**config.mk**
```make
export PLATFORM = sky130hd
export DESIGN_NAME = alu_muldiv_seq
export DESIGN_NICKNAME = d
export VERILOG_FILES = /design/src/rtl/alu_muldiv_seq.sv
export SDC_FILE = /design/constraint.sdc
export NUM_CORES = 1
export LEC_CHECK = 0
export CAP_MARGIN = 15
export CORE_MARGIN = 2
export CORE_UTILIZATION = 26
export CTS_CLUSTER_SIZE = 14
export DETAILED_ROUTE_END_ITERATION = 10
export HOLD_SLACK_MARGIN = 0.12
export PLACE_DENSITY = 0.44
export SLEW_MARGIN = 25
export SYNTH_ARGS = -nofsm -noshare
export SYNTH_HDL_FRONTEND = slang
export SYNTH_SLANG_ARGS = --single-unit
```
**constraint.sdc**
```tcl
create_clock -name clk -period 8.6 [get_ports clk]
set_clock_uncertainty 0.1 [all_clocks]
set_input_delay 2.58 -clock clk [delete_from_list [all_inputs] [get_ports clk]]
set_output_delay 2.58 -clock clk [all_outputs]
set_load 0.01 [all_outputs]
```
**src/rtl/alu_muldiv_seq.sv**
```systemverilog
// alu_muldiv_seq: WIDTH-generic EX-stage ALU with a multi-cycle multiply/divide
// engine and architectural HI/LO registers.
//
// Single-cycle ops (AND/OR/ADD/SUB/SLT/SLL, MFHI/MFLO) drive dataOut
// combinationally. MULTU/DIVU iterate one bit per cycle. busy is high for
// WIDTH cycles after the start edge. The cycle after that is DONE: done pulses
// and hi/lo show the result.
//
// Optional build macro: ALU_SIGNED_MULDIV_EN adds MULT (1100) and DIV (1101).
// These run the same engine on operand magnitudes and fix the result signs on
// the way into HI/LO, so they have the same latency as the unsigned ops.
//
// Ports:
//   clk      rising-edge clock
//   rst      asynchronous reset, active-high
//   dataA    operand A (rs); multiplicand / dividend
//   dataB    operand B (rt); shift source; multiplier / divisor
//   control  operation select
//   shamt    shift amount for SLL
//   start    launch a mul/div when control selects one
//   dataOut  combinational result
//   busy     mul/div engine iterating (registered)
//   done     one-cycle pulse when HI/LO are updated (registered)
//   hi, lo   architectural HI/LO registers

module alu_muldiv_seq #(
    parameter int unsigned WIDTH   = 32,
    parameter int unsigned SHAMT_W = 5,
    parameter int unsigned CNT_W   = 6
) (
    input  logic               clk,
    input  logic               rst,
    input  logic [WIDTH-1:0]   dataA,
    input  logic [WIDTH-1:0]   dataB,
    input  logic [3:0]         control,
    input  logic [SHAMT_W-1:0] shamt,
    input  logic               start,
    output logic [WIDTH-1:0]   dataOut,
    output logic               busy,
    output logic               done,
    output logic [WIDTH-1:0]   hi,
    output logic [WIDTH-1:0]   lo
);

    localparam int unsigned      DW       = 2 * WIDTH;
    localparam logic [CNT_W-1:0] LAST_CNT = CNT_W'(WIDTH - 1);

    localparam logic [3:0] OP_AND   = 4'b0000;
    localparam logic [3:0] OP_OR    = 4'b0001;
    localparam logic [3:0] OP_ADD   = 4'b0010;
    localparam logic [3:0] OP_SLL   = 4'b0100;
    localparam logic [3:0] OP_SUB   = 4'b0110;
    localparam logic [3:0] OP_SLT   = 4'b0111;
    localparam logic [3:0] OP_MULTU = 4'b1000;
    localparam logic [3:0] OP_DIVU  = 4'b1001;
    localparam logic [3:0] OP_MFHI  = 4'b1010;
    localparam logic [3:0] OP_MFLO  = 4'b1011;
`ifdef ALU_SIGNED_MULDIV_EN
    localparam logic [3:0] OP_MULT  = 4'b1100;
    localparam logic [3:0] OP_DIV   = 4'b1101;
`endif

    typedef enum logic [1:0] {
        S_IDLE = 2'd0,
        S_MUL  = 2'd1,
        S_DIV  = 2'd2,
        S_DONE = 2'd3
    } state_t;

    state_t             state_q;
    logic [DW-1:0]      acc_q;     // mul: {partial product, multiplier}; div: {remainder, quotient}
    logic [WIDTH-1:0]   opb_q;     // mul: multiplicand; div: divisor
    logic [CNT_W-1:0]   cnt_q;
    logic               busy_q;
    logic               done_q;
    logic [WIDTH-1:0]   hi_q;
    logic [WIDTH-1:0]   lo_q;

    logic               sel_mul;
    logic               sel_div;
    logic               launch;
    logic [WIDTH-1:0]   a_mag;
    logic [WIDTH-1:0]   b_mag;

    logic [WIDTH:0]     mul_sum;
    logic [DW-1:0]      mul_next;
    logic [WIDTH:0]     div_shift;
    logic [WIDTH:0]     div_diff;
    logic [DW-1:0]      div_next;
    logic [DW-1:0]      step_next;
    logic [WIDTH-1:0]   res_hi;
    logic [WIDTH-1:0]   res_lo;

`ifdef ALU_SIGNED_MULDIV_EN
    logic               op_signed;
    logic               a_neg;
    logic               b_neg;
    logic               neg_lo_q;  // negate quotient, or the whole product for MULT
    logic               neg_hi_q;  // negate remainder
    logic [DW-1:0]      neg_prod;
`endif

    // Opcode decode for the mul/div engine
    always_comb begin
        sel_mul = 1'b0;
        sel_div = 1'b0;
`ifdef ALU_SIGNED_MULDIV_EN
        op_signed = 1'b0;
`endif
        case (control)
            OP_MULTU: sel_mul = 1'b1;
            OP_DIVU:  sel_div = 1'b1;
`ifdef ALU_SIGNED_MULDIV_EN
            OP_MULT: begin
                sel_mul   = 1'b1;
                op_signed = 1'b1;
            end
            OP_DIV: begin
                sel_div   = 1'b1;
                op_signed = 1'b1;
            end
`endif
            default: ;
        endcase
    end

    // A start is accepted only in IDLE or DONE (back-to-back issue)
    assign launch = start && (sel_mul || sel_div)
                    && ((state_q == S_IDLE) || (state_q == S_DONE));

    // Operand magnitudes fed to the unsigned engine
    always_comb begin
        a_mag = dataA;
        b_mag = dataB;
`ifdef ALU_SIGNED_MULDIV_EN
        a_neg = op_signed & dataA[WIDTH-1];
        b_neg = op_signed & dataB[WIDTH-1];
        if (a_neg) begin
            a_mag = -dataA;
        end
        if (b_neg) begin
            b_mag = -dataB;
        end
`endif
    end

    // One shift-add step (right shift) and one restoring-divide step (left shift)
    always_comb begin
        mul_sum   = {1'b0, acc_q[DW-1:WIDTH]} + (acc_q[0] ? {1'b0, opb_q} : '0);
        mul_next  = {mul_sum, acc_q[WIDTH-1:1]};
        div_shift = {acc_q[DW-1:WIDTH], acc_q[WIDTH-1]};
        div_diff  = div_shift - {1'b0, opb_q};
        if (div_diff[WIDTH]) begin
            div_next = {div_shift[WIDTH-1:0], acc_q[WIDTH-2:0], 1'b0};
        end else begin
            div_next = {div_diff[WIDTH-1:0], acc_q[WIDTH-2:0], 1'b1};
        end
        step_next = (state_q == S_MUL) ? mul_next : div_next;
    end

    // Final HI/LO values taken from the last step, with sign fix-up when enabled
    always_comb begin
        res_hi = step_next[DW-1:WIDTH];
        res_lo = step_next[WIDTH-1:0];
`ifdef ALU_SIGNED_MULDIV_EN
        neg_prod = -step_next;
        if (state_q == S_MUL) begin
            if (neg_lo_q) begin
                res_hi = neg_prod[DW-1:WIDTH];
                res_lo = neg_prod[WIDTH-1:0];
            end
        end else begin
            if (neg_lo_q) begin
                res_lo = -step_next[WIDTH-1:0];
            end
            if (neg_hi_q) begin
                res_hi = -step_next[DW-1:WIDTH];
            end
        end
`endif
    end

    // Engine FSM; hi/lo are written only on the transition into DONE
    always_ff @(posedge clk or posedge rst) begin
        if (rst) begin
            state_q  <= S_IDLE;
            acc_q    <= '0;
            opb_q    <= '0;
            cnt_q    <= '0;
            busy_q   <= 1'b0;
            done_q   <= 1'b0;
            hi_q     <= '0;
            lo_q     <= '0;
`ifdef ALU_SIGNED_MULDIV_EN
            neg_lo_q <= 1'b0;
            neg_hi_q <= 1'b0;
`endif
        end else begin
            done_q <= 1'b0;
            case (state_q)
                S_IDLE, S_DONE: begin
                    if (launch) begin
                        state_q <= sel_mul ? S_MUL : S_DIV;
                        busy_q  <= 1'b1;
                        cnt_q   <= '0;
                        opb_q   <= sel_mul ? a_mag : b_mag;
                        acc_q   <= sel_mul ? {{WIDTH{1'b0}}, b_mag}
                                           : {{WIDTH{1'b0}}, a_mag};
`ifdef ALU_SIGNED_MULDIV_EN
                        // Divide by zero keeps the all-ones quotient unsigned
                        neg_lo_q <= sel_mul ? (a_neg ^ b_neg)
                                            : ((a_neg ^ b_neg) && (dataB != '0));
                        neg_hi_q <= sel_div & a_neg;
`endif
                    end else begin
                        state_q <= S_IDLE;
                    end
                end
                S_MUL, S_DIV: begin
                    acc_q <= step_next;
                    cnt_q <= cnt_q + CNT_W'(1);
                    if (cnt_q == LAST_CNT) begin
                        state_q <= S_DONE;
                        busy_q  <= 1'b0;
                        done_q  <= 1'b1;
                        hi_q    <= res_hi;
                        lo_q    <= res_lo;
                    end
                end
                default: state_q <= S_IDLE;
            endcase
        end
    end

    // Combinational result path, independent of the engine state
    always_comb begin
        dataOut = '0;
        case (control)
            OP_AND:  dataOut = dataA & dataB;
            OP_OR:   dataOut = dataA | dataB;
            OP_ADD:  dataOut = dataA + dataB;
            OP_SUB:  dataOut = dataA - dataB;
            OP_SLT:  dataOut = {{(WIDTH-1){1'b0}}, ($signed(dataA) < $signed(dataB))};
            OP_SLL:  dataOut = dataB << shamt;
            OP_MFHI: dataOut = hi_q;
            OP_MFLO: dataOut = lo_q;
            default: dataOut = '0;
        endcase
    end

    assign busy = busy_q;
    assign done = done_q;
    assign hi   = hi_q;
    assign lo   = lo_q;

endmodule

```
==> results.yml <==
critical_path:
  path_class: "input pin to primary output"
  cp-end-kind: "primary output"
  path_max_fanout: 7
  critPathRequiredTime_ns: 5.92
  arrival_ns: 5.91
  r2r_slack_ns: 4.39
  crit_path_start_kind: "input pin"
outcome:
  outcome: "completed"
synth:
  synth_most_common_cell: "nand2_1"
  yosys-top-cells-area: "dfrtp_1 24%, ha_1 12%, o21ai_0 7.9%"
  syn-num-nets: 2618
  synth_seq_cells: 170
  synth_area_leader_cell: "dfrtp_1"
  ys_warn_count: 0
  synthTopCellsByCount: "351 x nand2_1, 282 x o21ai_0, 207 x a21oi_1, 170 x dfrtp_1, 170 x ha_1"
  synth_edf_count: 0
  post-synth-top-area-fraction_pct: 23.74
  ys_types: 84
  syn_avg_cell_area_um2: 7.567
  ys.flop_type: "dfrtp_1"
  async_flop_share_pct: 100.0
  ys_seq_area_share_pct: 23.74
  syn_area_um2: 17920
  syn_inst: 2368
drt:
  vias: 19095
  vias_per_cell: 5.285
  drt_iter0_drc: 1474
  routed_wl_mm: 85.47
  firstDrtPassIters: 5
  drc: 0
  ant_nets: 0
  routedWlPerCell_um: 23.66
placed_design:
  routabilityCongestion: 0.9139
  io_buffers: 173
  dpl_cell_area_um2: 22370
  placedCellCount: 3558
  hpwl_mm: 66.82
pwr:
  vdd_drop_max_uv: 165.2
  power_density_nw_per_um2: 216.9
  p_clk_share_pct: 16.2
  power.switching_uw: 2537
  power.internal_uw: 2625
  seqPwrFrac_pct: 22.3
  pwr-share-comb_pct: 61.5
  finalPower_uw: 5162
  swShare_pct: 49.14
  p_leak_uw: 0.01029
final_layout:
  stdcell_area_um2: 23800
  syn2layout_area_growth_pct: 32.83
  fin_cells: 3613
  final_nets: 2967
  drive_above_1_share_pct: 19.12
timing:
  setup_viol: 0
  hold_viol: 0
  rsz0062_at_grt: "true"
  max_clock_freq_mhz: 116.5
  worst_slew_pin_slew_ns: 1.082
  relSlewSlack_pct: 27.08
  fin_crit_sh_pct: 99.83
  slew_viol_final: 0
  fin_crit_ns: 8.586
floorplanning:
  die-area_um2: 71030
  ioPinCount: 174
  dieWidth_um: 266.5
  num_rows: 96
  die-height_um: 266.5
  start_util_pct: 26.17
  coreArea_um2: 68470
clock_network:
  cts_max_path_buffers: 2
  worstSkewPairLatency_ns: 0.51
  clock_sinks: 170
  tritoncts: "built"
  htreeDepth: 4
  root_buffer: "clkbuf_16"
  clkTransAtPathRegs_ns: 0.08
  cts_buffers: 17
global_routing:
  track_usage_pct: 24.07
  grt_pass1_wl_mm: 127.2
  grt_max_degree: 130
  antenna_found_initial: 7
  grt_pass1_vias: 19067
  grt_overflow_total: 0
flow_run:
  max_cap_viol_count: 0
worst_hold_path:
  hold_class: "register to register"
## metrics by stage
| step | setup slack [ns] | hold WS, ns | utilization [%] | setup TNS (ns) |
|---|---|---|---|---|
| global placement | -0.8158 | 0.3669 | 32.67 | -10.30 |
| floorplan | 0.9357 | 0.3429 | - | 0 |
| finish | 0.01428 | 0.3928 | 34.76 | 0 |
| global route | -0.1336 | 0.4100 | 34.76 | -0.2269 |
| CTS | -0.02361 | 0.3858 | 34.25 | -0.02361 |
| detailed placement | -0.8060 | 0.3744 | 32.67 | -10.67 |
## placed cells by master (no fill, tap or decap), types with 15 or more instances in the layout
master	n
nand2_1	349
buf_4	299
o21ai_0	271
a21oi_1	191
dfrtp_1	170
ha_1	148
inv_1	124
clkdlybuf4s50_1	121
nor2_1	108
o211ai_1	89
xnor2_1	63
mux2i_1	62
nand3_1	58
o21ai_1	45
and2_1	38
a21o_1	29
a211oi_1	26
nor3_1	26
inv_2	24
nand2b_1	23
o21bai_1	20
dlymetal6s2s_1	20
xor2_1	19
mux4_2	19
dlygate4sd2_1	18
ha_4	17
clkbuf_16	17
a31oi_1	16
a21oi_2	16
o221ai_1	15
a221oi_1	15
## final timing paths
check | startpoint | cells after the start | end
min in group asynchronous | rst | 2 | acc_q[5]
max | dataB[10] | 22 | dataOut[17]
min reg2reg | cnt_q[5] | 1 | cnt_q[5]
max reg2reg | acc_q[31] | 14 | hi[12]
max in group asynchronous | rst | 3 | acc_q[19]
min | cnt_q[5] | 1 | cnt_q[5]
## sequential cells by signal, summed over array words and instances, names as in the netlist
signal,cells
busy,1
lo,32
hi,32
done,1
state_q,2
opb_q,32
acc_q,64
cnt_q,6
## per-layer routing
layer / vias to the layer above / global-route usage [%] / part of all wire, %
li1: 9216 / - / -
met1: 9410 / 33.07 / 47
met2: 424 / 40.55 / 47
met3: 43 / 3.211 / 4.0
met5: - / 0 / 0.015
met4: 2 / 4.130 / 1.2
## critical path, cell delays in order
cell and delay [ns]:
clkdlybuf4s50_1 0.44, buf_4 0.20, ha_1 0.22, a21oi_2 0.16, o21ai_4 0.09, nor3_2 0.19, buf_4 0.13, buf_4 0.09
buf_4 0.10, buf_4 0.09, buf_4 0.09, buf_4 0.10, buf_4 0.09, buf_4 0.09, nand2_1 0.07, a21o_1 0.20
a211oi_2 0.25, a21oi_2 0.05, xnor2_1 0.17, o21ai_1 0.08, buf_4 0.15, dlygate4sd2_1 0.28
## power groups by stage
stage / clock [uW] / sequential (uW) / combinational [uW]
floorplan: 0 / 1090 / 2180
global placement: 0 / 1160 / 3090
detailed placement: 0 / 1160 / 3100
CTS: 864 / 1150 / 3160
global route: 883 / 1170 / 3520
finish: 835 / 1150 / 3180
## logic make-up (layout without fill, tap and decap cells)
| logic type | after synthesis | count (layout) | share of synthesized area, % |
|---|---|---|---|
| simple gates | 683 | 683 | 16.82 |
| compound gates | 869 | 869 | 30.17 |
| other cells | 0 | 1 | 0 |
| buf+inv | 305 | 667 | 6.787 |
| xor+xnor | 84 | 84 | 4.190 |
| fa+ha+maj | 174 | 174 | 12.32 |
| mux | 83 | 83 | 5.977 |
| flops | 170 | 170 | 23.74 |
## area by class of cell
class	instances	area [um^2]
antenna	1	2.502
clock inverter	14	153.9
fill	7252	44670
sequential	170	4254
clock buffer	18	439.2
timing repair buffer	483	4123
inverter	152	578.1
tap	882	1104
multi-input combinational	1893	13150
## what timing repair did
action / in CTS / in global routing
buffers inserted: 16 / 7
hold buffers: 0 / 0
endpoints found under the setup margin: 22 / 21
resized for setup: 128 / 94
pin swaps: 37 / 40
Power figures use the tool's default switching activity.
